### config.mk
export PLATFORM = sky130hd
export DESIGN_NAME = hazard_tracker_flat
export DESIGN_NICKNAME = d
export VERILOG_FILES = /design/src/rtl/hazard_tracker_pkg.sv /design/src/rtl/hazard_tracker_if.sv /design/src/rtl/hazard_stage_reg.sv /design/src/rtl/hazard_tracker.sv /design/src/flat_wrapper.sv
export SDC_FILE = /design/constraint.sdc
export NUM_CORES = 1
export LEC_CHECK = 0
export ABC_AREA = 1
export CORE_UTILIZATION = 39
export DETAILED_ROUTE_END_ITERATION = 6
export PLACE_DENSITY = 0.88
export REMOVE_ABC_BUFFERS = 1
export SLEW_MARGIN = 20
export SYNTH_ARGS = -nofsm -noshare
export SYNTH_HDL_FRONTEND = slang
export SYNTH_SLANG_ARGS = --single-unit
### constraint.sdc
create_clock -name clk -period 1.1 [get_ports clk]
set_input_delay 0.275 -clock clk [delete_from_list [all_inputs] [get_ports clk]]
set_output_delay 0.275 -clock clk [all_outputs]
set_load 0.01 [all_outputs]
### src/rtl/hazard_tracker_pkg.sv
// Shared widths, MDU start encodings and default MDU latencies for the hazard tracker.
package hazard_tracker_pkg;

  localparam int TNEW_W          = 2;
  localparam int A3_W            = 5;
  localparam int MULT_CYCLES_DEF = 5;
  localparam int DIV_CYCLES_DEF  = 10;

  typedef enum logic [1:0] {
    MD_NONE = 2'b00,
    MD_MULT = 2'b01,
    MD_DIV  = 2'b10
  } md_start_e;

  typedef struct packed {
    logic [A3_W-1:0]   a3;
    logic              regwe;
    logic [TNEW_W-1:0] tnew;
  } tag_t;

  // Result readiness moves one cycle closer per stage but never goes below zero.
  function automatic logic [TNEW_W-1:0] tnew_dec(input logic [TNEW_W-1:0] t);
    return (t == '0) ? '0 : t - 1'b1;
  endfunction

endpackage

### src/rtl/hazard_tracker_if.sv
// Bundle of ID-stage request signals and per-stage destination tags for the hazard tracker.
interface hazard_tracker_if;
  import hazard_tracker_pkg::*;

  logic [A3_W-1:0]   IDA3;
  logic              IDRegWE;
  logic [TNEW_W-1:0] IDTnew;
  logic              stall;
  logic [1:0]        IDMDStart;
  logic              IDMDUse;

  logic [A3_W-1:0]   DEA3;
  logic              DERegWE;
  logic [TNEW_W-1:0] DETnew;
  logic [A3_W-1:0]   EMA3;
  logic              EMRegWE;
  logic [TNEW_W-1:0] EMTnew;
  logic [A3_W-1:0]   MWA3;
  logic              MWRegWE;
  logic [TNEW_W-1:0] MWTnew;
  logic              MDBusy;
  logic              stall_md;

  modport master (
    output IDA3, IDRegWE, IDTnew, stall, IDMDStart, IDMDUse,
    input  DEA3, DERegWE, DETnew, EMA3, EMRegWE, EMTnew,
           MWA3, MWRegWE, MWTnew, MDBusy, stall_md
  );

  modport slave (
    input  IDA3, IDRegWE, IDTnew, stall, IDMDStart, IDMDUse,
    output DEA3, DERegWE, DETnew, EMA3, EMRegWE, EMTnew,
           MWA3, MWRegWE, MWTnew, MDBusy, stall_md
  );

endinterface

### src/rtl/hazard_stage_reg.sv
// One pipeline-stage destination tag register with optional saturating Tnew decrement and bubble insertion.
module hazard_stage_reg
  import hazard_tracker_pkg::*;
#(
  parameter bit DECREMENT = 1'b1
) (
  input  logic clk,
  input  logic reset,
  input  logic bubble,
  input  tag_t din,
  output tag_t q
);

  tag_t nxt;

  // A tag naming register 0 never produces a hazard, so it collapses to an all-zero bubble.
  always_comb begin
    nxt = din;
    if (DECREMENT) begin
      nxt.tnew = tnew_dec(din.tnew);
    end
    if (bubble || (din.a3 == '0)) begin
      nxt = '0;
    end
  end

  always_ff @(posedge clk) begin
    if (reset) begin
      q <= '0;
    end else begin
      q <= nxt;
    end
  end

endmodule

### src/rtl/hazard_tracker.sv
// Tracks destination tags through D/E, E/M and M/W, plus MDU busy/stall when HAZARD_TRACKER_MDU_EN is defined.
module hazard_tracker
  import hazard_tracker_pkg::*;
#(
  parameter int MULT_CYCLES = MULT_CYCLES_DEF,
  parameter int DIV_CYCLES  = DIV_CYCLES_DEF
) (
  input  logic              clk,
  input  logic              reset,
  hazard_tracker_if.slave   bus
);

  tag_t id_tag;
  tag_t de_tag;
  tag_t em_tag;
  tag_t mw_tag;

  assign id_tag = {bus.IDA3, bus.IDRegWE, bus.IDTnew};

  // D/E takes ID's Tnew as-is; later stages each age it by one cycle.
  hazard_stage_reg #(.DECREMENT(1'b0)) u_de (
    .clk    (clk),
    .reset  (reset),
    .bubble (bus.stall),
    .din    (id_tag),
    .q      (de_tag)
  );

  hazard_stage_reg #(.DECREMENT(1'b1)) u_em (
    .clk    (clk),
    .reset  (reset),
    .bubble (1'b0),
    .din    (de_tag),
    .q      (em_tag)
  );

  hazard_stage_reg #(.DECREMENT(1'b1)) u_mw (
    .clk    (clk),
    .reset  (reset),
    .bubble (1'b0),
    .din    (em_tag),
    .q      (mw_tag)
  );

  assign bus.DEA3    = de_tag.a3;
  assign bus.DERegWE = de_tag.regwe;
  assign bus.DETnew  = de_tag.tnew;
  assign bus.EMA3    = em_tag.a3;
  assign bus.EMRegWE = em_tag.regwe;
  assign bus.EMTnew  = em_tag.tnew;
  assign bus.MWA3    = mw_tag.a3;
  assign bus.MWRegWE = mw_tag.regwe;
  assign bus.MWTnew  = mw_tag.tnew;

`ifdef HAZARD_TRACKER_MDU_EN
  localparam int MAX_CYCLES = (MULT_CYCLES > DIV_CYCLES) ? MULT_CYCLES : DIV_CYCLES;
  localparam int CNT_W      = $clog2(MAX_CYCLES + 1);

  md_start_e        de_md_start;
  logic [CNT_W-1:0] md_count;
  logic             md_busy;

  // The start code rides in D/E for one cycle, then the counter covers the remaining latency.
  always_ff @(posedge clk) begin
    if (reset) begin
      de_md_start <= MD_NONE;
      md_count    <= '0;
    end else begin
      if (bus.stall) begin
        de_md_start <= MD_NONE;
      end else if (bus.IDMDStart == MD_MULT) begin
        de_md_start <= MD_MULT;
      end else if (bus.IDMDStart == MD_DIV) begin
        de_md_start <= MD_DIV;
      end else begin
        de_md_start <= MD_NONE;
      end

      case (de_md_start)
        MD_MULT: md_count <= CNT_W'(MULT_CYCLES);
        MD_DIV:  md_count <= CNT_W'(DIV_CYCLES);
        default: begin
          if (md_count != '0) begin
            md_count <= md_count - 1'b1;
          end
        end
      endcase
    end
  end

  assign md_busy      = (de_md_start != MD_NONE) || (md_count != '0);
  assign bus.MDBusy   = md_busy;
  assign bus.stall_md = bus.IDMDUse && md_busy;
`else
  logic unused_md;

  assign unused_md    = (^{bus.IDMDStart, bus.IDMDUse}) ^ (MULT_CYCLES > DIV_CYCLES);
  assign bus.MDBusy   = 1'b0;
  assign bus.stall_md = 1'b0;
`endif

endmodule

### src/flat_wrapper.sv
// flat-port wrapper written by rule: the top's interface ports become plain ports
module hazard_tracker_flat import hazard_tracker_pkg::*;
#(
  parameter int MULT_CYCLES = MULT_CYCLES_DEF,
  parameter int DIV_CYCLES  = DIV_CYCLES_DEF
)
  (clk, reset, bus_IDA3, bus_IDRegWE, bus_IDTnew, bus_stall, bus_IDMDStart, bus_IDMDUse, bus_DEA3, bus_DERegWE, bus_DETnew, bus_EMA3, bus_EMRegWE, bus_EMTnew, bus_MWA3, bus_MWRegWE, bus_MWTnew, bus_MDBusy, bus_stall_md);
  hazard_tracker_if bus_i ();
  input  logic clk;
  input  logic reset;
  input wire logic [$bits(bus_i.IDA3)-1:0] bus_IDA3;
  input wire logic [$bits(bus_i.IDRegWE)-1:0] bus_IDRegWE;
  input wire logic [$bits(bus_i.IDTnew)-1:0] bus_IDTnew;
  input wire logic [$bits(bus_i.stall)-1:0] bus_stall;
  input wire logic [$bits(bus_i.IDMDStart)-1:0] bus_IDMDStart;
  input wire logic [$bits(bus_i.IDMDUse)-1:0] bus_IDMDUse;
  output wire logic [$bits(bus_i.DEA3)-1:0] bus_DEA3;
  output wire logic [$bits(bus_i.DERegWE)-1:0] bus_DERegWE;
  output wire logic [$bits(bus_i.DETnew)-1:0] bus_DETnew;
  output wire logic [$bits(bus_i.EMA3)-1:0] bus_EMA3;
  output wire logic [$bits(bus_i.EMRegWE)-1:0] bus_EMRegWE;
  output wire logic [$bits(bus_i.EMTnew)-1:0] bus_EMTnew;
  output wire logic [$bits(bus_i.MWA3)-1:0] bus_MWA3;
  output wire logic [$bits(bus_i.MWRegWE)-1:0] bus_MWRegWE;
  output wire logic [$bits(bus_i.MWTnew)-1:0] bus_MWTnew;
  output wire logic [$bits(bus_i.MDBusy)-1:0] bus_MDBusy;
  output wire logic [$bits(bus_i.stall_md)-1:0] bus_stall_md;
  assign bus_i.IDA3 = bus_IDA3;
  assign bus_i.IDRegWE = bus_IDRegWE;
  assign bus_i.IDTnew = bus_IDTnew;
  assign bus_i.stall = bus_stall;
  assign bus_i.IDMDStart = bus_IDMDStart;
  assign bus_i.IDMDUse = bus_IDMDUse;
  assign bus_DEA3 = bus_i.DEA3;
  assign bus_DERegWE = bus_i.DERegWE;
  assign bus_DETnew = bus_i.DETnew;
  assign bus_EMA3 = bus_i.EMA3;
  assign bus_EMRegWE = bus_i.EMRegWE;
  assign bus_EMTnew = bus_i.EMTnew;
  assign bus_MWA3 = bus_i.MWA3;
  assign bus_MWRegWE = bus_i.MWRegWE;
  assign bus_MWTnew = bus_i.MWTnew;
  assign bus_MDBusy = bus_i.MDBusy;
  assign bus_stall_md = bus_i.stall_md;
  hazard_tracker #(.MULT_CYCLES(MULT_CYCLES), .DIV_CYCLES(DIV_CYCLES)) u_core (.clk(clk), .reset(reset), .bus(bus_i));
endmodule
# Yosys cells after proc, flatten, opt, wreduce, memory -nomap -nowiden
# Cells that the tools add are included.
# totals
reg_bits	24
input_bits	14
out_inout_bits	26
elab_cells	22
# classes
add_sub_neg	2
n_reduce_logical	11
# op_table
cell	n
$logic_not 5->1	3
$reduce_or 2->1	3
$reduce_or 3->1	2
$logic_not 2->1	2
$sub 2x1->2 const B	2
$logic_or 1x1->1	1

# Longest topological paths before layout
# Gate-level depths: netlist (run 1).
# logic_depth
depth_word	3
depth_mapped	5
mapped_depth_nobuf	5

# By module
# A second synthesis (run 1) with hierarchy kept.
# hier_totals
hier_cells	99
hier_area_um2	830.8
# by_module_without_submodules
mod	instances	cells_each	area_per_inst_um2	seq_area_each_um2
hazard_stage_reg (u_core.u_em ...)	2	33	279.0	160.2
hazard_stage_reg (u_core.u_de)	1	30	254.0	160.2
hazard_tracker	1	3	18.8	0.0

# Worst setup path after synthesis (run 1)
# Ideal clock, no wire load.
# synth_timing
path_type	flip-flop to flip-flop
from	register u_core.u_de.q[0] (netlist bit)
to	register u_core.u_em.q[0] (netlist bit)
setup_time_ns	0.064
arrival_ns	0.808
t_required_ns	1.036
setup_slack_ns	0.228
path_stages_with_launch	6
n_path_buf	0
period_less_slack_ns	0.872
path_cell_list	dfxtp_1 > inv_1 > ha_1 > nor2_1 > nand2_1 > nor2_1
# synth_between
elab_chain_len	2
word_cells_on_any_way	3
cone_classes	add/sub: 1; reduce/logical: 2
# synth_lines
item	line_no	rtl
start: declaration	hazard_stage_reg.sv:11	output tag_t q
start signal: assignment	hazard_stage_reg.sv:31	q <= nxt;
parallel branches: the longest is 2 deep, another holds $sub 2x1->2	-	
end signal: assignment	hazard_stage_reg.sv:31	
end: declaration	hazard_stage_reg.sv:11	
# Parallel ways; which one is timed is not known.
# A chain may end at the register's enable or synchronous reset.

# Worst setup path in the final report (run 1)
# layout_timing
from	register u_core.u_em.q[7] (netlist bit)
to	register u_core.u_mw.q[5] (netlist bit)
# layout_between
elab_chain_len	2
# layout_lines
item	line_no	rtl
$logic_not 5->1	hazard_stage_reg.sv:22	if (bubble || (din.a3 == '0)) begin
$reduce_or 2->1 (no source line)	-	
end signal: assignment	hazard_stage_reg.sv:31	
end: declaration	hazard_stage_reg.sv:11	
# No other way between the ends.

==> results by group, run 1 <==
Run status
  – Status: complete, no violations

Timing
  – Fin. Hold Viols: 0
  – RSZ-0062 raised after global routing: yes
  – Setup violations, final: 0
  – Clock Skew: around 0.0065 ns
  – Slew Viols, Final: 0
  – Fmax: 914 MHz
  – Worst hold slack: 0.439 ns
  – Post-route clock period utilization: 0.994
  – Min cycle time layout: 1.09 ns

Clock tree
  – Hold Buf Count CTS: 0
  – CTS Buf Count: 3
  – Bufs on Longest Clock Path: 2
  – Root Driver: clkbuf_4
  – Worst-Skew Late Latency: 0.31 ns
  – Worst-path clk slew: between 0.1 and 0.15 ns
  – CTS tree: done
  – Sink Count: 24
  – CTS H-Tree Depth: 1

Power and ir drop
  – Worst vdd rail ir drop: 0.606 mV
  – Flop pwr share: 0.583
  – Combinational power share: 0.127
  – Power Total: 1550 uW
  – Power Density: 1210 mW/mm2
  – Clk pwr share: 0.290
  – Sw Share: 0.227
  – Net switching power: 353 uW
  – Static leakage: 0.000649 uW
  – Int Pwr: 1200 uW

Critical path
  – Crit. path cell count: 6
  – Crit path cell chain: buf_4 -> buf_4 -> nor2_4 -> nand3_2 -> nand2_2 -> nor2_1
  – R2R setup slack: 0.006 ns
  – Crit path to: u_core.u_mw.q[5]$_SDFF_PP0_
  – Reg-to-Reg Start: u_core.u_em.q[7]$_SDFF_PP0_
  – CP max stage cell: dfxtp_2
  – Worst setup path start: u_core.u_em.q[7]$_SDFF_PP0_
  – CP peak stage delay: about 0.35 ns
  – Buffers & Inverters on Critical Path: 2
  – Critical path startpoint category: flop
  – CP top delay family: simple AND/OR/NAND/NOR gates
  – Data required, critical path: 1.33 ns
  – CP Capture Type: flop
  – Worst setup path class: reg -> reg
  – CP most frequent cell: buf_4
  – Peak fanout along the critical path: 4
  – RR Endpoint: u_core.u_mw.q[5]$_SDFF_PP0_
  – WP data arrival: 1.32 ns
  – Reg2reg path depth: 6

Synth
  – Synth warnings: 0
  – Average cell area after synthesis: 8.71 um2
  – Post-Syn Instances: 96
  – Synth area leaders: dfxtp_1 (57%), inv_1 (11%), nor2_1 (11%)
  – Cell taking the most area after synthesis: dfxtp_1
  – Sequential share of the synthesized area: 0.575
  – Seq cells post-synth: 24
  – Top cell type's share of synthesized area: 0.575
  – Synth unique cells: 13
  – Synth Cell Area: 836 um2

Route
  – Final WL: 1.59 mm
  – Drt wl/cell: around 9.2 um
  – DR DRC count: 0
  – DR pass1 iterations: 3
  – Final antenna-violating net count: 0
  – Via Count: 700
  – Via-to-Cell Ratio: slightly above 4
  – Number of DRC markers in iteration 0: 1

Hold path
  – HP Start: u_core.u_em.q[0]$_SDFF_PP0_
  – Tightest Hold Check Type: reg -> reg

Finish
  – Ant. Diodes: 0
  – P&R area growth vs syn: 53.1%
  – Register Area: 500 um2
  – Most common cell after layout, fill and taps aside: inv_1
  – Area of the multi-input gates: 254 um2
  – Fill count: 162
  – Most frequent cells in the layout: inv_1 (25), nor2_1 (23), buf_2 (17)
  – Final nets: 162
  – Share of layout cells above drive strength 1: 0.490

Floorplan
  – Core ar.: 0.00198 mm2
  – Die Y: 48.3 um
  – Die ar.: between 0.002 and 0.0025 mm2
  – Starting Density: 0.422
  – Die width: roughly 48 um
  – Top Ports: 40
  – Row count: 16

Placed design
  – Port Buffer Count: 34
  – Post-detail-place hpwl: roughly 1.2 mm
  – Gpl congestion: about 0.74

Job
  – MaxCap Viol Count: 0

GRT
  – First-pass GRT wire length: roughly 2.4 mm
  – Global route overflow: 0
  – Vias in the first global route: around 600
  – Pin count of the biggest net entering global routing: 14
  – Initial antenna violation count: 0
  – Total Routing Usage GR: 0.157
-- power groups by stage --
stage / combinational (uW) / clock [uW] / sequential (uW)
2_1_floorplan: 63.6 / 0 / 934
3_3_place_gp: 195 / 0 / 921
3_5_place_dp: 200 / 0 / 923
4_1_cts: 182 / 463 / 905
5_1_grt: 221 / 504 / 911
6_report: 197 / 450 / 907
-- how the worst min path moves through the flow --
stage                                              to  slack [ns]  cells after the start
after floorplan           u_core.u_em.q[4]$_SDFF_PP0_        0.35                      1
after global placement    u_core.u_em.q[2]$_SDFF_PP0_        0.42                      2
after detailed placement  u_core.u_mw.q[2]$_SDFF_PP0_        0.42                      2
after CTS                 u_core.u_mw.q[0]$_SDFF_PP0_        0.43                      1
after global routing      u_core.u_mw.q[0]$_SDFF_PP0_        0.46                      1
final                     u_core.u_mw.q[0]$_SDFF_PP0_        0.44                      1
-- repair_timing --
item                                    CTS  global route
pin swaps                                 0             2
setup buffers                             1             0
gates resized for setup                 112            12
endpoints found under the setup margin   24            13
-- stage by stage --
stage          instance area, um2  TNS (ns)  utilization  worst slack [ns]  std cells
3_5_place_dp                 1280     -3.34        0.645            -0.173        167
6_report                     1280         0        0.646           0.00615        172
2_1_floorplan                 813         0            -             0.228         94
5_1_grt                      1280    -0.278        0.646           -0.0627        172
4_1_cts                      1220         0        0.616            0.0191        172
3_3_place_gp                 1280     -3.17        0.645            -0.160        167
-- metal layers --
| metal | part of all wire | vias up | track usage | wire length, um |
|---|---|---|---|---|
| met5 | 0 | - | 0 | 0 |
| met4 | 0.018 | 0 | 0.111 | 28 |
| met3 | 0.087 | 4 | 0.0519 | 139 |
| met2 | 0.49 | 32 | 0.264 | 780 |
| met1 | 0.40 | 298 | 0.164 | 641 |
| li1 | - | 366 | - | - |
-- cell usage after synthesis (all sizes together) --
cell type  number
buf             3
conb            1
dfxtp          24
ha              2
inv            25
nand2           5
nand3           3
nor2           33
-- state kept, by name, indices dropped and copies added (netlist names) --
name	cells
u_core.u_mw.q	8
u_core.u_em.q	8
u_core.u_de.q	8
-- cell type report --
class | count | share of cell area
inverters | 25 | 0.0733
clock buffers | 4 | 0.0283
flip-flops and latches | 24 | 0.391
repair buffers | 47 | 0.283
multi-input cells | 45 | 0.198
well taps | 27 | 0.0264
-- logic make-up (layout without fill, tap and decap cells) --
group | Yosys count | after routing | synth area share
fa+ha+maj | 2 | 2 | 0.0299
other cells | 1 | 2 | 0.00449
flops | 24 | 24 | 0.575
simple gates | 41 | 41 | 0.247
buf+inv | 28 | 76 | 0.144
No activity file was read; power rests on OpenSTA's default activity.
==> inputs of run 2 (changes only) <==
--- a/config.mk
+++ b/config.mk
@@ -7,6 +7,7 @@
 export LEC_CHECK = 0
 export ABC_AREA = 1
 export CORE_UTILIZATION = 39
+export CTS_CLUSTER_DIAMETER = 120
 export DETAILED_ROUTE_END_ITERATION = 6
 export PLACE_DENSITY = 0.88
 export REMOVE_ABC_BUFFERS = 1
==> results of run 2 <==
The final DEF is identical to that of run 1; final timing and power are the same.
